`src/rtl/corescore_uart_pkg.sv`:
```
// Shared definitions for the corescore stream-to-UART bridge.
//   uart_state_e : serializer FSM states
//   FRAME_BITS   : line bits per 8N1 frame (start + 8 data + stop)
//   DATA_BITS    : payload bits per frame
package corescore_uart_pkg;

  typedef enum logic [1:0] {
    IDLE  = 2'd0,
    START = 2'd1,
    DATA  = 2'd2,
    STOP  = 2'd3
  } uart_state_e;

  localparam int FRAME_BITS = 10;
  localparam int DATA_BITS  = 8;

endpackage

```
`src/rtl/corescore_byte_fifo.sv`:
```
// Synchronous FIFO with a separate occupancy counter and a registered
// write-ready flag.
//   clk, rst     : clock, synchronous active-high reset
//   wr_en        : write strobe (caller guarantees FIFO is not full)
//   wr_data      : entry to store
//   rd_en        : pop strobe (ignored when empty)
//   rd_data      : entry at the read pointer (valid when not empty)
//   level        : registered occupancy, 0..2**AW
//   full, empty  : decoded from level
//   wr_ready     : registered, high when level after the edge is below depth
module corescore_byte_fifo #(
  parameter int WIDTH = 9,
  parameter int AW    = 4
) (
  input  logic             clk,
  input  logic             rst,
  input  logic             wr_en,
  input  logic [WIDTH-1:0] wr_data,
  input  logic             rd_en,
  output logic [WIDTH-1:0] rd_data,
  output logic [AW:0]      level,
  output logic             full,
  output logic             empty,
  output logic             wr_ready
);

  localparam int unsigned DEPTH     = 2**AW;
  localparam logic [AW:0] DEPTH_L   = DEPTH[AW:0];
  localparam int unsigned ONE       = 1;
  localparam logic [AW-1:0] PTR_ONE = ONE[AW-1:0];
  localparam logic [AW:0]   LVL_ONE = ONE[AW:0];

  logic [WIDTH-1:0] mem_r [DEPTH];
  logic [AW-1:0]    wr_ptr_r;
  logic [AW-1:0]    rd_ptr_r;
  logic [AW:0]      level_r;
  logic [AW:0]      level_next_s;
  logic             wr_ready_r;
  logic             do_rd_s;

  assign do_rd_s  = rd_en & ~empty;
  assign rd_data  = mem_r[rd_ptr_r];
  assign level    = level_r;
  assign full     = (level_r == DEPTH_L);
  assign empty    = (level_r == {(AW+1){1'b0}});
  assign wr_ready = wr_ready_r;

  // Occupancy after this edge; simultaneous write and pop cancel out.
  always_comb begin
    level_next_s = level_r;
    case ({wr_en, do_rd_s})
      2'b10:   level_next_s = level_r + LVL_ONE;
      2'b01:   level_next_s = level_r - LVL_ONE;
      default: level_next_s = level_r;
    endcase
  end

  // Storage array; contents are meaningless until the pointers say otherwise.
  always_ff @(posedge clk) begin
    if (wr_en) begin
      mem_r[wr_ptr_r] <= wr_data;
    end
  end

  // Pointers, level and ready flag; pointers wrap naturally at 2**AW.
  always_ff @(posedge clk) begin
    if (rst) begin
      wr_ptr_r   <= {AW{1'b0}};
      rd_ptr_r   <= {AW{1'b0}};
      level_r    <= {(AW+1){1'b0}};
      wr_ready_r <= 1'b0;
    end else begin
      if (wr_en) begin
        wr_ptr_r <= wr_ptr_r + PTR_ONE;
      end
      if (do_rd_s) begin
        rd_ptr_r <= rd_ptr_r + PTR_ONE;
      end
      level_r    <= level_next_s;
      wr_ready_r <= (level_next_s != DEPTH_L);
    end
  end

endmodule

```
`src/rtl/corescore_stream_uart.sv`:
```
// Byte stream to 8N1 UART transmitter with an input FIFO.
//   i_clk, i_rst : clock, synchronous active-high reset
//   i_tdata      : stream byte
//   i_tlast      : last byte of a message
//   i_tvalid     : stream valid
//   o_tready     : registered stream ready (FIFO not full)
//   o_uart_tx    : registered serial line, idle high
//   o_eom        : one-cycle pulse when a tlast byte finishes its stop bit
//   o_level      : FIFO occupancy
// CLKS_PER_BIT must be at least 2.
module corescore_stream_uart
  import corescore_uart_pkg::*;
#(
  parameter int CLKS_PER_BIT = 434,
  parameter int FIFO_AW      = 4
) (
  input  logic             i_clk,
  input  logic             i_rst,
  input  logic [7:0]       i_tdata,
  input  logic             i_tlast,
  input  logic             i_tvalid,
  output logic             o_tready,
  output logic             o_uart_tx,
  output logic             o_eom,
  output logic [FIFO_AW:0] o_level
);

  localparam int CNT_W                  = $clog2(CLKS_PER_BIT);
  localparam int unsigned RELOAD        = CLKS_PER_BIT - 1;
  localparam int unsigned ONE           = 1;
  localparam logic [CNT_W-1:0] CNT_LOAD = RELOAD[CNT_W-1:0];
  localparam logic [CNT_W-1:0] CNT_ONE  = ONE[CNT_W-1:0];
  localparam logic [CNT_W-1:0] CNT_ZERO = {CNT_W{1'b0}};

  uart_state_e          state_r, state_next_s;
  logic [CNT_W-1:0]     cnt_r, cnt_next_s;
  logic [2:0]           bit_r, bit_next_s;
  logic [DATA_BITS-1:0] shift_r, shift_next_s;
  logic                 last_r, last_next_s;
  logic                 tx_r, tx_next_s;
  logic                 eom_r, eom_next_s;
  logic                 pop_s;
  logic                 accept_s;
  logic [8:0]           fifo_rdata_s;
  logic                 fifo_full_s;
  logic                 fifo_empty_s;
  logic                 fifo_ready_s;

  // The full term is redundant with the registered ready but keeps a write
  // into a full FIFO impossible by construction.
  assign accept_s = i_tvalid & fifo_ready_s & ~fifo_full_s;

  corescore_byte_fifo #(
    .WIDTH (9),
    .AW    (FIFO_AW)
  ) u_fifo (
    .clk      (i_clk),
    .rst      (i_rst),
    .wr_en    (accept_s),
    .wr_data  ({i_tlast, i_tdata}),
    .rd_en    (pop_s),
    .rd_data  (fifo_rdata_s),
    .level    (o_level),
    .full     (fifo_full_s),
    .empty    (fifo_empty_s),
    .wr_ready (fifo_ready_s)
  );

  assign o_tready  = fifo_ready_s;
  assign o_uart_tx = tx_r;
  assign o_eom     = eom_r;

  // Serializer state, baud counter, shift register and registered outputs.
  always_ff @(posedge i_clk) begin
    if (i_rst) begin
      state_r <= IDLE;
      cnt_r   <= CNT_ZERO;
      bit_r   <= 3'd0;
      shift_r <= {DATA_BITS{1'b0}};
      last_r  <= 1'b0;
      tx_r    <= 1'b1;
      eom_r   <= 1'b0;
    end else begin
      state_r <= state_next_s;
      cnt_r   <= cnt_next_s;
      bit_r   <= bit_next_s;
      shift_r <= shift_next_s;
      last_r  <= last_next_s;
      tx_r    <= tx_next_s;
      eom_r   <= eom_next_s;
    end
  end

  // Next-state logic; a pop loads the shift register on the same edge so
  // the start bit appears one edge after the FIFO turns non-empty.
  always_comb begin
    state_next_s = state_r;
    cnt_next_s   = cnt_r;
    bit_next_s   = bit_r;
    shift_next_s = shift_r;
    last_next_s  = last_r;
    pop_s        = 1'b0;
    eom_next_s   = 1'b0;
    case (state_r)
      IDLE: begin
        if (!fifo_empty_s) begin
          state_next_s = START;
          pop_s        = 1'b1;
          cnt_next_s   = CNT_LOAD;
          shift_next_s = fifo_rdata_s[7:0];
          last_next_s  = fifo_rdata_s[8];
        end else begin
          state_next_s = IDLE;
        end
      end
      START: begin
        if (cnt_r == CNT_ZERO) begin
          state_next_s = DATA;
          cnt_next_s   = CNT_LOAD;
          bit_next_s   = 3'd0;
        end else begin
          cnt_next_s = cnt_r - CNT_ONE;
        end
      end
      DATA: begin
        if (cnt_r == CNT_ZERO) begin
          cnt_next_s = CNT_LOAD;
          if (bit_r == 3'd7) begin
            state_next_s = STOP;
            bit_next_s   = 3'd0;
          end else begin
            bit_next_s   = bit_r + 3'd1;
            shift_next_s = {1'b0, shift_r[DATA_BITS-1:1]};
          end
        end else begin
          cnt_next_s = cnt_r - CNT_ONE;
        end
      end
      STOP: begin
        if (cnt_r == CNT_ZERO) begin
          eom_next_s = last_r;
          // Chain straight into the next frame when more data is waiting.
          if (!fifo_empty_s) begin
            state_next_s = START;
            pop_s        = 1'b1;
            cnt_next_s   = CNT_LOAD;
            shift_next_s = fifo_rdata_s[7:0];
            last_next_s  = fifo_rdata_s[8];
          end else begin
            state_next_s = IDLE;
          end
        end else begin
          cnt_next_s = cnt_r - CNT_ONE;
        end
      end
      default: begin
        state_next_s = IDLE;
      end
    endcase
  end

  // Line level for the upcoming state, registered so the pin never glitches.
  always_comb begin
    tx_next_s = 1'b1;
    case (state_next_s)
      IDLE:    tx_next_s = 1'b1;
      START:   tx_next_s = 1'b0;
      DATA:    tx_next_s = shift_next_s[0];
      STOP:    tx_next_s = 1'b1;
      default: tx_next_s = 1'b1;
    endcase
  end

endmodule
```
`config.mk`:
```
export PLATFORM = sky130hd
export DESIGN_NAME = corescore_stream_uart
export DESIGN_NICKNAME = d
export VERILOG_FILES = /design/src/rtl/corescore_uart_pkg.sv /design/src/rtl/corescore_byte_fifo.sv /design/src/rtl/corescore_stream_uart.sv
export SDC_FILE = /design/constraint.sdc
export NUM_CORES = 1
export LEC_CHECK = 0
export CAP_MARGIN = 10
export CORE_MARGIN = 2
export CORE_UTILIZATION = 50
export DETAILED_ROUTE_END_ITERATION = 6
export HOLD_SLACK_MARGIN = 0.12
export PLACE_DENSITY = 0.67
export SETUP_SLACK_MARGIN = 0.2
export SYNTH_ARGS = -nofsm -noshare
export SYNTH_HDL_FRONTEND = slang
export SYNTH_SLANG_ARGS = --single-unit
```
`constraint.sdc`:
```
create_clock -name i_clk -period 4.6 [get_ports i_clk]
set_input_delay 0.92 -clock i_clk [delete_from_list [all_inputs] [get_ports i_clk]]
set_output_delay 0.92 -clock i_clk [all_outputs]
set_load 0.005 [all_outputs]
```
==> impl_metrics.xml <==
<?xml version="1.0" encoding="UTF-8"?>
<metrics>
  <group name="synthesis">
    <metric name="synth_top_family_by_area" unit="">multiplexers</metric>
    <metric name="synth_area_per_cell" unit="um^2">15.4</metric>
    <metric name="post_synth_num_cell_types" unit="">64</metric>
    <metric name="xor_xnor_portion_of_the_synthesized_cell_area" unit="">0.0131</metric>
    <metric name="synth.yosys.seq_area_share" unit="">0.645</metric>
    <metric name="yosys.area_share.adder" unit="">0.0296</metric>
    <metric name="synthArstFlopShare" unit="">0</metric>
    <metric name="netlist_area" unit="um^2">8040</metric>
    <metric name="syn_nets" unit="">555</metric>
    <metric name="netlist.top_cell.by_area" unit="">sky130_fd_sc_hd__edfxtp_1</metric>
    <metric name="synth_compound_area_frac" unit="">0.0694</metric>
    <metric name="synth.area.top_cells" unit="">sky130_fd_sc_hd__edfxtp_1, sky130_fd_sc_hd__mux4_2, sky130_fd_sc_hd__dfxtp_1</metric>
    <metric name="synthSimpleGateAreaFrac" unit="">0.0905</metric>
    <metric name="most_frequently_used_flop_master_after_synthesis" unit="">sky130_fd_sc_hd__edfxtp_1</metric>
    <metric name="synthDominantCellAreaShare" unit="">0.538</metric>
    <metric name="post_synth_inst_count" unit="">524</metric>
    <metric name="synth.area.mux_share" unit="">0.126</metric>
    <metric name="number_of_enable_type_register_cells_in_the_synthesized_netlist" unit="">144</metric>
    <metric name="yosys_register_bits" unit="">187</metric>
    <metric name="ys.warnings.count" unit="">0</metric>
  </group>
  <group name="placement">
    <metric name="place_congestion" unit="">0.847</metric>
    <metric name="dp.final_hpwl" unit="um">10500</metric>
    <metric name="place.port_buffers" unit="">19</metric>
  </group>
  <group name="routing">
    <metric name="wl_met2" unit="um">8630</metric>
    <metric name="postRouteWirelength" unit="um">16300</metric>
    <metric name="first_pass_iters" unit="">5</metric>
    <metric name="wl_met3" unit="um">543</metric>
    <metric name="route.antenna.remaining_nets" unit="">0</metric>
    <metric name="met1_length" unit="um">6860</metric>
    <metric name="vias_per_cell" unit="">5.88</metric>
    <metric name="vias" unit="">4568</metric>
    <metric name="detail_route.wl_per_cell" unit="um">21.0</metric>
    <metric name="routed.top_layer" unit="">met4</metric>
    <metric name="detail_route.drc_violations" unit="">0</metric>
    <metric name="initial_drt_markers" unit="">279</metric>
  </group>
  <group name="cells_and_area">
    <metric name="fill_cells" unit="">1215</metric>
    <metric name="final_nets" unit="">579</metric>
    <metric name="multi_input_comb_area" unit="um^2">2670</metric>
    <metric name="area_delta_synth_final" unit="%">13.4</metric>
    <metric name="layout-drive-gt1-share" unit="">0.200</metric>
    <metric name="diodes" unit="">0</metric>
    <metric name="final_core_util" unit="">0.576</metric>
    <metric name="layout.area.seq" unit="um^2">5190</metric>
  </group>
  <group name="sta">
    <metric name="min_period_over_period" unit="">0.786</metric>
    <metric name="finalWorstPathRequiredPeriod" unit="ns">3.61</metric>
    <metric name="clock.fmax" unit="MHz">277</metric>
    <metric name="finalSetupTns" unit="ns">0</metric>
    <metric name="report.final.slew_viol_count" unit="">0</metric>
    <metric name="clock-skew-final" unit="ns">0.00875</metric>
    <metric name="tightest_slew" unit="ns">1.06</metric>
    <metric name="final-hold-violation-count" unit="">0</metric>
    <metric name="maxSlewHeadroom" unit="">0.292</metric>
    <metric name="report.final.setup_viol" unit="">0</metric>
    <metric name="grt_setup_unrepaired" unit="">false</metric>
  </group>
  <group name="setup_path">
    <metric name="endpoint_type_of_the_worst_setup_path" unit="">flip-flop</metric>
    <metric name="ff2ff_path_depth" unit="">13</metric>
    <metric name="required" unit="ns">4.90</metric>
    <metric name="criticalPathCategory" unit="">primary input to flip-flop</metric>
    <metric name="worstPathArrival" unit="ns">3.91</metric>
    <metric name="maximum_fanout_along_the_worst_path" unit="">8</metric>
    <metric name="critical_path.startpoint_type" unit="">primary input</metric>
  </group>
  <group name="clock_tree">
    <metric name="cts_root_buf" unit="">sky130_fd_sc_hd__clkbuf_16</metric>
    <metric name="cts.sinks" unit="">187</metric>
    <metric name="cts_resized" unit="">0</metric>
    <metric name="clk_transition_reported_paths" unit="ns">0.07</metric>
    <metric name="postCtsSetupRepairBufs" unit="">0</metric>
    <metric name="numCtsBuffers" unit="">17</metric>
    <metric name="maximum_buffer_depth_of_the_clock_tree" unit="">2</metric>
    <metric name="ctsHtreeMaxLevel" unit="">4</metric>
    <metric name="clock_insertion_delay_worst_skew" unit="ns">0.43</metric>
    <metric name="hold_buffers" unit="">0</metric>
    <metric name="tritoncts" unit="">built</metric>
  </group>
  <group name="power_and_ir_drop">
    <metric name="power-per-cell-area" unit="nW/um^2">556</metric>
    <metric name="sw_frac_of_total" unit="">0.324</metric>
    <metric name="combinationalPowerShare" unit="">0.284</metric>
    <metric name="internal_power" unit="uW">3430</metric>
    <metric name="p_sw" unit="uW">1640</metric>
    <metric name="power.static_leakage" unit="uW">0.00298</metric>
    <metric name="share_clk_of_total_power" unit="">0.299</metric>
    <metric name="ir_worst_vdd" unit="uV">370</metric>
    <metric name="sequential_share_of_power" unit="">0.417</metric>
  </group>
  <group name="floorplanning">
    <metric name="std_cell_rows" unit="">46</metric>
    <metric name="io-pin-count" unit="">20</metric>
    <metric name="floorplan.die.height" unit="um">131</metric>
    <metric name="die_area" unit="um^2">17100</metric>
    <metric name="placeable_core_area" unit="um^2">15800</metric>
    <metric name="effective_utilization_at_floorplan" unit="">0.508</metric>
    <metric name="die-width" unit="um">131</metric>
  </group>
  <group name="global_routing">
    <metric name="grt_max_degree" unit="">40</metric>
    <metric name="number_of_antenna_violations_at_the_first_check_in_global_routing" unit="">0</metric>
    <metric name="grt_pass1_vias" unit="">4509</metric>
    <metric name="global_route.usage.total" unit="">0.206</metric>
    <metric name="grt_pass1_wl" unit="um">25200</metric>
    <metric name="grt_overflow" unit="">0</metric>
  </group>
  <group name="worst_hold_path">
    <metric name="hp-class" unit="">flip-flop to flip-flop</metric>
    <metric name="number_of_stages_on_the_worst_hold_path" unit="">2</metric>
  </group>
  <group name="outcome">
    <metric name="run_status" unit="">completed</metric>
  </group>
  <group name="run">
    <metric name="max_cap_violations" unit="">0</metric>
  </group>
</metrics>
-- layout make-up --
| type | count | area share |
|---|---|---|
| clock buffer | 17 | 0.0466 |
| clock inverter | 15 | 0.0219 |
| inverter | 19 | 0.00782 |
| multi-input combinational | 290 | 0.293 |
| sequential | 187 | 0.569 |
| tap | 216 | 0.0296 |
| timing repair buffer | 33 | 0.0324 |
-- placed cells by master, fill, tap and decap left out, drive strengths merged, types with 8 or more instances in the layout --
cell / n
edfxtp: 144
nor2: 45
dfxtp: 43
mux4: 41
inv: 26
ha: 19
clkdlybuf4s50: 19
o21ai: 18
a21oi: 17
clkbuf: 17
buf: 14
nand2: 12
a31oi: 11
nor3: 11
nor4: 9
nand4b: 8
o31ai: 8
-- cells by family (layout without fill, tap and decap cells) --
logic type,after synthesis,in the layout
xor gates and xnor gates,12,12
adders and majority gates,19,19
DFF,187,187
muxes,50,50
AOI/OAI and AO/OA,82,82
and+or+nand+nor,127,127
buffers and inverters,47,84
-- critical path: stages --
cell and delay (ns):
sky130_fd_sc_hd__clkdlybuf4s50_1 0.46, sky130_fd_sc_hd__nand2_1 0.06, sky130_fd_sc_hd__a31oi_1 0.57, sky130_fd_sc_hd__inv_1 0.32, sky130_fd_sc_hd__ha_1 0.38, sky130_fd_sc_hd__xor2_1 0.17
sky130_fd_sc_hd__ha_1 0.23, sky130_fd_sc_hd__nor3b_1 0.19, sky130_fd_sc_hd__o21ai_0 0.11, sky130_fd_sc_hd__a21oi_1 0.18, sky130_fd_sc_hd__xor2_1 0.19, sky130_fd_sc_hd__a41oi_1 0.12
-- per-stage QoR --
stage	area [um^2]	std cells	setup slack [ns]	hold WS, ns	power [uW]
2_1_floorplan	8040	524	1.42	0.414	3200
3_3_place_gp	8500	745	0.612	0.443	3540
3_5_place_dp	8500	745	0.576	0.453	3590
4_1_cts	9120	777	1.02	0.467	5100
5_1_grt	9120	777	0.679	0.497	5330
6_report	9120	777	0.986	0.461	5070
-- final timing paths --
kind                                        end  slack, ns  startpoint
worst max-delay path            u_fifo.wr_ready       0.99    i_tvalid
worst min-delay path                      o_eom       0.46      last_r
worst max register to register  u_fifo.wr_ready       1.24    cnt_r[0]
worst min register to register            o_eom       0.46      last_r
-- sequential cells by signal (all words and copies together) (netlist names), 2 cells and up, named ones only --
name / cells
shift_r: 8
u_fifo.mem_r: 144
u_fifo.level: 5
state_r: 2
u_fifo.wr_ptr_r: 4
cnt_r: 9
u_fifo.rd_ptr_r: 4
bit_r: 3
-- power groups by stage --
| stage | sequential (uW) | clock [uW] | combinational, uW |
|---|---|---|---|
| after floorplan | 2060 | 0 | 1140 |
| after global placement | 2140 | 0 | 1390 |
| after detailed placement | 2150 | 0 | 1440 |
| after CTS | 2110 | 1540 | 1450 |
| after global routing | 2140 | 1610 | 1590 |
| final | 2110 | 1520 | 1440 |
-- metal layers --
layer  vias to the layer above  global-route usage
met5                         -                   0
met4                         0              0.0738
met3                        20              0.0472
met2                        91               0.358
met1                      2343               0.255
li1                       2114                   -
-- cell usage after synthesis (all sizes together) (2+ instances only) --
cell type	count
edfxtp	144
nor2	45
dfxtp	43
mux4	41
clkbuf	21
ha	19
inv	19
o21ai	18
a21oi	17
nand2	12
a31oi	11
nor3	11
nor4	9
nand4b	8
o31ai	8
buf	7
nand3	7
mux2i	6
xnor2	6
xor2	6
and2	5
nor2b	5
o22ai	4
or3	4
a41oi	3
mux2	3
nor4b	3
or4	3
or4b	3
a2111oi	2
a211oi	2
a21boi	2
a21o	2
a221oi	2
and3b	2
nand2b	2
nor3b	2
o21ba	2
o22a	2
or2	2
(Power assumes the default switching activity.)
